===== config.mk =====
export PLATFORM = sky130hd
export DESIGN_NAME = sync_fifo_flags
export DESIGN_NICKNAME = d
export VERILOG_FILES = /design/src/rtl/sfifo_pkg.sv /design/src/rtl/sfifo_mem.sv /design/src/rtl/sync_fifo_flags.sv
export SDC_FILE = /design/constraint.sdc
export NUM_CORES = 1
export LEC_CHECK = 0
export ABC_CLOCK_PERIOD_IN_PS = 3000
export CAP_MARGIN = 10
export CORE_ASPECT_RATIO = 0.8
export CORE_MARGIN = 3
export CORE_UTILIZATION = 45
export CTS_CLUSTER_DIAMETER = 120
export DETAILED_ROUTE_END_ITERATION = 7
export SYNTH_ARGS = -nofsm -noshare
export SYNTH_HDL_FRONTEND = slang
export SYNTH_SLANG_ARGS = --single-unit

===== constraint.sdc =====
create_clock -name clk -period 3 [get_ports clk]
set_input_delay 0.45 -clock clk [delete_from_list [all_inputs] [get_ports clk]]
set_output_delay 0.45 -clock clk [all_outputs]
set_load 0.05 [all_outputs]

===== src/rtl/sfifo_pkg.sv =====
// Shared defaults and pointer arithmetic for the sync_fifo_flags family.
package sfifo_pkg;

  localparam int unsigned SFIFO_WIDTH = 8;
  localparam int unsigned SFIFO_DEPTH = 8;

  // Occupancy from free-running pointers. The caller narrows the result to
  // AW+1 bits, which keeps the modular subtraction correct across wrap.
  function automatic logic [31:0] ptr_count(input logic [31:0] wptr,
                                            input logic [31:0] rptr);
    return wptr - rptr;
  endfunction

endpackage


===== src/rtl/sfifo_mem.sv =====
// DEPTH x WIDTH register array: synchronous write, asynchronous read.
module sfifo_mem
  import sfifo_pkg::*;
#(
  parameter  int unsigned WIDTH = SFIFO_WIDTH,
  parameter  int unsigned DEPTH = SFIFO_DEPTH,
  localparam int unsigned AW    = $clog2(DEPTH)
) (
  input  logic             clk,
  input  logic             we,
  input  logic [AW-1:0]    waddr,
  input  logic [WIDTH-1:0] wdata,
  input  logic [AW-1:0]    raddr,
  output logic [WIDTH-1:0] rdata
);

  logic [WIDTH-1:0] mem [DEPTH];

  // NOTE: the storage array has no reset; occupancy tracking makes stale
  // contents unreachable, and a reset here would defeat RAM inference.
  always_ff @(posedge clk) begin
    if (we) mem[waddr] <= wdata;
  end

  assign rdata = mem[raddr];

endmodule


===== src/rtl/sync_fifo_flags.sv =====
// Parametrised single-clock FIFO with occupancy count, almost flags,
// sticky overflow/underflow and optional first-word-fall-through output.
module sync_fifo_flags
  import sfifo_pkg::*;
#(
  parameter  int unsigned WIDTH     = SFIFO_WIDTH,
  parameter  int unsigned DEPTH     = SFIFO_DEPTH,
  parameter  int unsigned AF_THRESH = DEPTH - 2,
  parameter  int unsigned AE_THRESH = 1,
  parameter  bit          FWFT      = 1'b0,
  localparam int unsigned AW        = $clog2(DEPTH)
) (
  input  logic             clk,
  input  logic             reset_n,
  input  logic             i_wreq,
  input  logic [WIDTH-1:0] i_data,
  input  logic             i_rreq,
  input  logic             i_clr_err,
  output logic [WIDTH-1:0] o_data,
  output logic             o_empty,
  output logic             o_full,
  output logic             o_almost_full,
  output logic             o_almost_empty,
  output logic [AW:0]      o_count,
  output logic             o_overflow,
  output logic             o_underflow
);

  logic [AW:0]      wptr, rptr;
  logic [AW:0]      wptr_nxt, rptr_nxt;
  logic             wr_acc, rd_acc;
  logic [WIDTH-1:0] rdata;

  // Acceptance uses the registered flags, so full+rd+wr refuses the write
  // and empty+rd+wr refuses the read.
  assign wr_acc   = i_wreq && !o_full;
  assign rd_acc   = i_rreq && !o_empty;
  assign wptr_nxt = wptr + (AW+1)'(wr_acc);
  assign rptr_nxt = rptr + (AW+1)'(rd_acc);

  sfifo_mem #(
    .WIDTH (WIDTH),
    .DEPTH (DEPTH)
  ) u_mem (
    .clk   (clk),
    .we    (wr_acc),
    .waddr (wptr[AW-1:0]),
    .wdata (i_data),
    .raddr (rptr[AW-1:0]),
    .rdata (rdata)
  );

  // NOTE: sequential state uses non-blocking assignments only, so every
  // register samples pre-edge values regardless of statement order.
  always_ff @(posedge clk) begin
    if (!reset_n) begin
      wptr        <= '0;
      rptr        <= '0;
      o_count     <= '0;
      o_overflow  <= 1'b0;
      o_underflow <= 1'b0;
    end else begin
      wptr    <= wptr_nxt;
      rptr    <= rptr_nxt;
      o_count <= (AW+1)'(ptr_count(32'(wptr_nxt), 32'(rptr_nxt)));

      if (i_wreq && o_full)       o_overflow <= 1'b1;
      else if (i_clr_err)         o_overflow <= 1'b0;

      if (i_rreq && o_empty)      o_underflow <= 1'b1;
      else if (i_clr_err)         o_underflow <= 1'b0;
    end
  end

  assign o_empty        = (o_count == '0);
  assign o_full         = (32'(o_count) == DEPTH);
  assign o_almost_full  = (32'(o_count) >= AF_THRESH);
  assign o_almost_empty = (32'(o_count) <= AE_THRESH);

  generate
    if (FWFT) begin : g_fwft
      // Head entry shown directly; forced to zero while empty so stale
      // storage never leaks and reset reads back as zero.
      assign o_data = o_empty ? '0 : rdata;
    end else begin : g_reg
      always_ff @(posedge clk) begin
        if (!reset_n)    o_data <= '0;
        else if (rd_acc) o_data <= rdata;
      end
    end
  endgenerate

endmodule

Word level (Yosys, flattened, before mapping)
Memories as Yosys holds them, arrays and structs flattened. A register that Yosys moved wholly into a read port is not among the register bits.
Index checks and enable logic that the tools add are counted.
{"block": "op_classes", "reduce_logical": 10, "n_lt_le_gt_ge": 2, "n_addsub": 3, "eq_ne": 1, "mux": 5}
{"cell": "adder 4 x 1 -> 4 bit", "n": 2}
{"cell": "2-to-1 mux 1 bit", "n": 5}
{"cell": "equality test 4 bit, second input constant", "n": 1}
{"cell": "greater-or-equal comparator 4 x 3 -> 1 bit, second input constant", "n": 1}
{"cell": "<= comparator 4 x 1 -> 1 bit, second input constant", "n": 1}
{"cell": "logical AND 1 bit", "n": 4}
{"cell": "logical NOT 4 bit", "n": 1}
{"cell": "nonzero test 2 bit", "n": 2}
{"cell": "subtractor 4 bit", "n": 1}
{"cell": "logical NOT 1 bit", "n": 3}
{"block": "totals", "mem_count": 1, "ramBits": 64, "input_bits": 13, "wordCells": 27, "output_inout_bits": 18, "ff_bits": 14}
{"name": "u_mem.mem", "words": 8, "width": 8, "read_ports": 1, "rd_ports_with_merged_regs": 1, "wr": 1, "line_no": "sfifo_mem.sv:17", "rtl": "logic [WIDTH-1:0] mem [DEPTH];"}

Depth between registers and ports, before layout
{"block": "logic_depth", "depth_word": 5, "mapped_depth": 11}

By module
A second synthesis with hierarchy kept.
{"block": "hier_totals", "cells_unflattened": 203, "area_unflattened_um2": 3514.6}
{"mod": "sfifo_mem", "cells_per_inst": 106, "area_per_inst_um2": 2531.2, "n_inst": 1}
{"mod": "sync_fifo_flags", "cells_per_inst": 97, "area_per_inst_um2": 983.4, "n_inst": 1}

Worst setup path after synthesis
Ideal clock, no wire load.
{"block": "synth_timing", "path_kind": "register to register", "startpoint": "reg o_count[3]", "endpoint": "reg o_count[3]", "setup_slack_ps": -717, "n_path_buf": 1, "setup_ps": 123, "arrival_ps": 3593, "synth_period_minus_slack_ps": 3717, "required_ps": 2877, "path_stages_with_launch": 12, "path_cell_list": "dfxtp_1 -> nor4_2 -> nor2b_2 -> buf_6 -> ha_1 -> ha_1 -> inv_1 -> ha_1 -> a21o_1 -> a21oi_1 -> xnor2_1 -> mux2_1"}
{"block": "synth_via", "elab_chain_len": 5, "elab_cells_between_ends": 9, "cone_classes": "add/sub (3); eq/ne (1); reduce/logical (5)"}
{"item": "start, declared", "line_no": "sync_fifo_flags.sv:24", "rtl": "output logic [AW:0] o_count,"}
{"item": "start signal, assigned", "line_no": "sync_fifo_flags.sv:65", "rtl": "o_count <= (AW+1)'(ptr_count(32'(wptr_nxt), 32'(rptr_nxt)));"}
{"item": "logical NOT 4 bit", "line_no": "sync_fifo_flags.sv:75", "rtl": "assign o_empty = (o_count == '0);"}
{"item": "named net o_empty", "line_no": "sync_fifo_flags.sv:20", "rtl": "output logic o_empty,"}
{"item": "logical NOT 1 bit", "line_no": "sync_fifo_flags.sv:37", "rtl": "assign rd_acc = i_rreq && !o_empty;"}
{"item": "logical AND 1 bit", "line_no": "sync_fifo_flags.sv:37"}
{"item": "named net rd_acc", "line_no": "sync_fifo_flags.sv:31", "rtl": "logic wr_acc, rd_acc;"}
{"item": "adder 4 x 1 -> 4 bit", "line_no": "sync_fifo_flags.sv:39", "rtl": "assign rptr_nxt = rptr + (AW+1)'(rd_acc);"}
{"item": "subtractor 4 bit", "line_no": "sfifo_pkg.sv:11", "rtl": "return wptr - rptr;"}
The timed path passes the listed nets, and every way through them passes these cells.
A chain may end at the register's enable or synchronous reset.

Worst setup path after layout
{"block": "layout_timing", "startpoint": "reg o_count[1]", "endpoint": "reg o_count[3]"}
{"block": "layout_via", "elab_chain_len": 5, "elab_cells_between_ends": 9, "cone_classes": "add/sub (3); eq/ne (1); reduce/logical (5)"}
{"item": "equality test 4 bit", "line_no": "sync_fifo_flags.sv:76", "rtl": "assign o_full = (32'(o_count) == DEPTH);"}
{"item": "logical NOT 1 bit", "line_no": "sync_fifo_flags.sv:36", "rtl": "assign wr_acc = i_wreq && !o_full;"}
{"item": "logical AND 1 bit", "line_no": "sync_fifo_flags.sv:36"}
{"item": "adder 4 x 1 -> 4 bit", "line_no": "sync_fifo_flags.sv:38", "rtl": "assign wptr_nxt = wptr + (AW+1)'(wr_acc);"}
{"item": "named net wptr_nxt[1]", "line_no": "sync_fifo_flags.sv:30", "rtl": "logic [AW:0] wptr_nxt, rptr_nxt;"}
{"item": "subtractor 4 bit", "line_no": "sfifo_pkg.sv:11"}
The timed path passes the listed nets, and every way through them passes these cells.

==> results.sh <==
export IMPL_status="complete, no violations"
export IMPL_start_util=0.479
export IMPL_row_count=27
export IMPL_antenna_found_initial=0
export IMPL_antenna_left=0
export IMPL_num_vias=1777
export IMPL_clock_skew_ps=8.57
export IMPL_port_buffers=30
export IMPL_placed_area_sq_um=3960
export IMPL_period_share=0.827
export IMPL_avgSynthCellArea_sq_um=17.4
export IMPL_routed_via_density=5.09
export IMPL_ys_warn_count=0
export IMPL_setup_violations=0
export IMPL_clkLatencyLatePin_ps=350
export IMPL_leakagePower_nw=1.40
export IMPL_grt_max_degree=23
export IMPL_drc=0
export IMPL_cpPeakStageDelay_ps=370
export IMPL_met2_length_um=3270
export IMPL_firstDrtPassIters=4
export IMPL_tightest_slew_ps=748
export IMPL_final_area_sq_um=4180
export IMPL_cp_cell_sequence="nor4b_4, nor2b_1, ha_1, xor2_2, ha_4, a21o_1, a21oi_2, xnor2_1, mux2_1"
export IMPL_setup_ws_ps=519
export IMPL_syn_area_sq_um=3420
export IMPL_ys_seq_area_frac=0.691
export IMPL_cp_required_ps=3240
export IMPL_power_density_nw_per_um2=853
export IMPL_clk_pin_slew_ps=80
export IMPL_max_cap_viol_count=0
export IMPL_hold_violations=0
export IMPL_ys_flop_type="edfxtp_1"
export IMPL_final_util=0.586
export IMPL_synth_ff_latch_count=86
export IMPL_cts_resized=0
export IMPL_synth_edf_count=64
export IMPL_drv_slew=0
export IMPL_fillCellCount=534
export IMPL_cts_sinks=86
export IMPL_drt_iter0_drc=117
export IMPL_cts_tree="yes"
export IMPL_cts_root_buf="clkbuf_8"
export IMPL_endpoint_kind="register"
export IMPL_die_h_um=83.9
export IMPL_dr_max_layer_used="met4"
export IMPL_period_minus_slack_ps=2480
export IMPL_nets=265
export IMPL_wire_per_inst_um=18.4
export IMPL_syn_inst=196
export IMPL_hold_class="register to register"
export IMPL_path_max_fanout=5
export IMPL_gr_total_overflow=0
export IMPL_grt_setup_unrepaired="no"
export IMPL_area_delta_synth_final_pct=22.2
export IMPL_clock_path_buffers=2
export IMPL_layout_commonest_cell="edfxtp_1"
export IMPL_wl_met1_um=2920
export IMPL_grt_pass1_vias=1900
export IMPL_hpwlAfterDp_um=4400
export IMPL_htreeDepth=3
export IMPL_cts_buffers_inserted=9
export IMPL_die_area_sq_um=8680
export IMPL_criticalPathCategory="register to register"
export IMPL_relSlewSlack=0.499
export IMPL_die_w_um=103
export IMPL_wl_met3_um=196
export IMPL_drive_above_1_share=0.226
export IMPL_fin_setup_tns_ps=0
export IMPL_fmax_mhz=403
export IMPL_drt_total_wl_um=6440
export IMPL_grt_use_total=0.164
export IMPL_critPathSlowestCell="dfxtp_4"
export IMPL_worstPathArrival_ps=2720
export IMPL_synthArstFlopShare=0
export IMPL_design_core_area_sq_um=7130
export IMPL_layout_common_cells="64 x edfxtp_1, 30 x clkdlybuf4s50_1, 18 x dfxtp_1"
export IMPL_num_antenna_cells=0
export IMPL_holdWs_ps=534
export IMPL_hold_buffers=0
export IMPL_dp_worst_setup_slack_ps=166
export IMPL_gp_congestion=0.714
export IMPL_grt_pass1_wl_um=10300
export IMPL_ys_types=30
export IMPL_pin_count=31
export IMPL_ir_drop_uv=277
export IMPL_post_cts_setup_buffer_count=0
export IMPL_synth_nets=218
export IMPL_startpoint_type="register"
[synthesized netlist by cell type (2+ instances only)]
| library cell | count | area (sq um) |
|---|---|---|
| nor2_1 | 6 | 22.5 |
| clkbuf_1 | 2 | 7.51 |
| mux2i_1 | 8 | 80.1 |
| o21ai_0 | 7 | 35.0 |
| ha_1 | 8 | 100 |
| nand2b_1 | 3 | 18.8 |
| xor2_1 | 4 | 35.0 |
| a21oi_1 | 11 | 55.1 |
| nor2b_1 | 8 | 50.1 |
| xnor2_1 | 3 | 26.3 |
| a21o_1 | 2 | 15.0 |
| nand3_1 | 2 | 10.0 |
| dfxtp_1 | 22 | 440 |
| nand2_1 | 3 | 11.3 |
| edfxtp_1 | 64 | 1920 |
| inv_1 | 2 | 7.51 |
| mux4_2 | 12 | 270 |
| buf_2 | 2 | 10.0 |
| and2_1 | 8 | 50.1 |
| buf_6 | 4 | 45.0 |
| mux4_1 | 4 | 105 |
| nor3_1 | 3 | 15.0 |
[layer usage]
layer,global-route usage,vias to the layer above
met5,0,-
met4,0.0353,0
met3,0.0560,7
met2,0.264,23
met1,0.215,904
li1,-,843
[cells by family (layout without fill, tap and decap cells)]
logic type | after synthesis | count (layout) | share of synthesized area
compound gates | 21 | 21 | 0.0322
xor+xnor | 7 | 7 | 0.0179
fa+ha+maj | 9 | 9 | 0.0352
buf+inv | 11 | 63 | 0.0216
flops | 86 | 86 | 0.691
mux | 25 | 25 | 0.137
simple gates | 37 | 37 | 0.0652
[metrics by stage]
step                power (mW)  instances
floorplan                 2.39        196
global placement          2.72        333
detailed placement        2.76        333
CTS                       3.61        349
global route              3.76        349
finish                    3.56        349
[worst max-delay path: cells and delay by family (launching register included)]
kind | cells | cell delay, ps
AO/OA/AOI/OAI | 2 | 300
XOR/XNOR | 2 | 450
adder cells (fa/ha/maj) | 2 | 500
flip-flops | 1 | 370
multiplexers | 1 | 330
AND/OR/NAND/NOR | 2 | 430
[final timing paths]
path	from	end	slack, ps	depth (start not counted)
worst max-delay path	o_count[1]$_SDFF_PN0_	o_count[3]$_SDFF_PN0_	520	9
worst min-delay path	o_data[1]$_SDFFE_PN0P_	o_data[1]$_SDFFE_PN0P_	530	2
worst max register to register	o_count[1]$_SDFF_PN0_	o_count[3]$_SDFF_PN0_	520	9
worst min register to register	o_data[1]$_SDFFE_PN0P_	o_data[1]$_SDFFE_PN0P_	530	2
[cell type report]
type	count	area [sq um]	share of cell area
clock inverter	6	86.3	0.0207
clock buffer	10	128	0.0306
multi-input combinational	99	1050	0.251
timing repair buffer	44	405	0.0971
inverter	3	11.3	0.00270
sequential	86	2370	0.568
tap	101	126	0.0303
[registers in the layout (all words and copies together), names as in the netlist]
| register | flops |
|---|---|
| o_data | 8 |
| o_overflow | 1 |
| rptr | 4 |
| wptr | 4 |
| o_underflow | 1 |
| o_count | 4 |
| u_mem.mem | 64 |
[where the power goes]
part | switching (mW) | internal [mW] | total, mW
Sequential | 0.0879 | 1.41 | 1.50
Clock | 0.390 | 0.467 | 0.858
Combinational | 0.697 | 0.507 | 1.20
No activity file was read; power rests on OpenSTA's default activity.
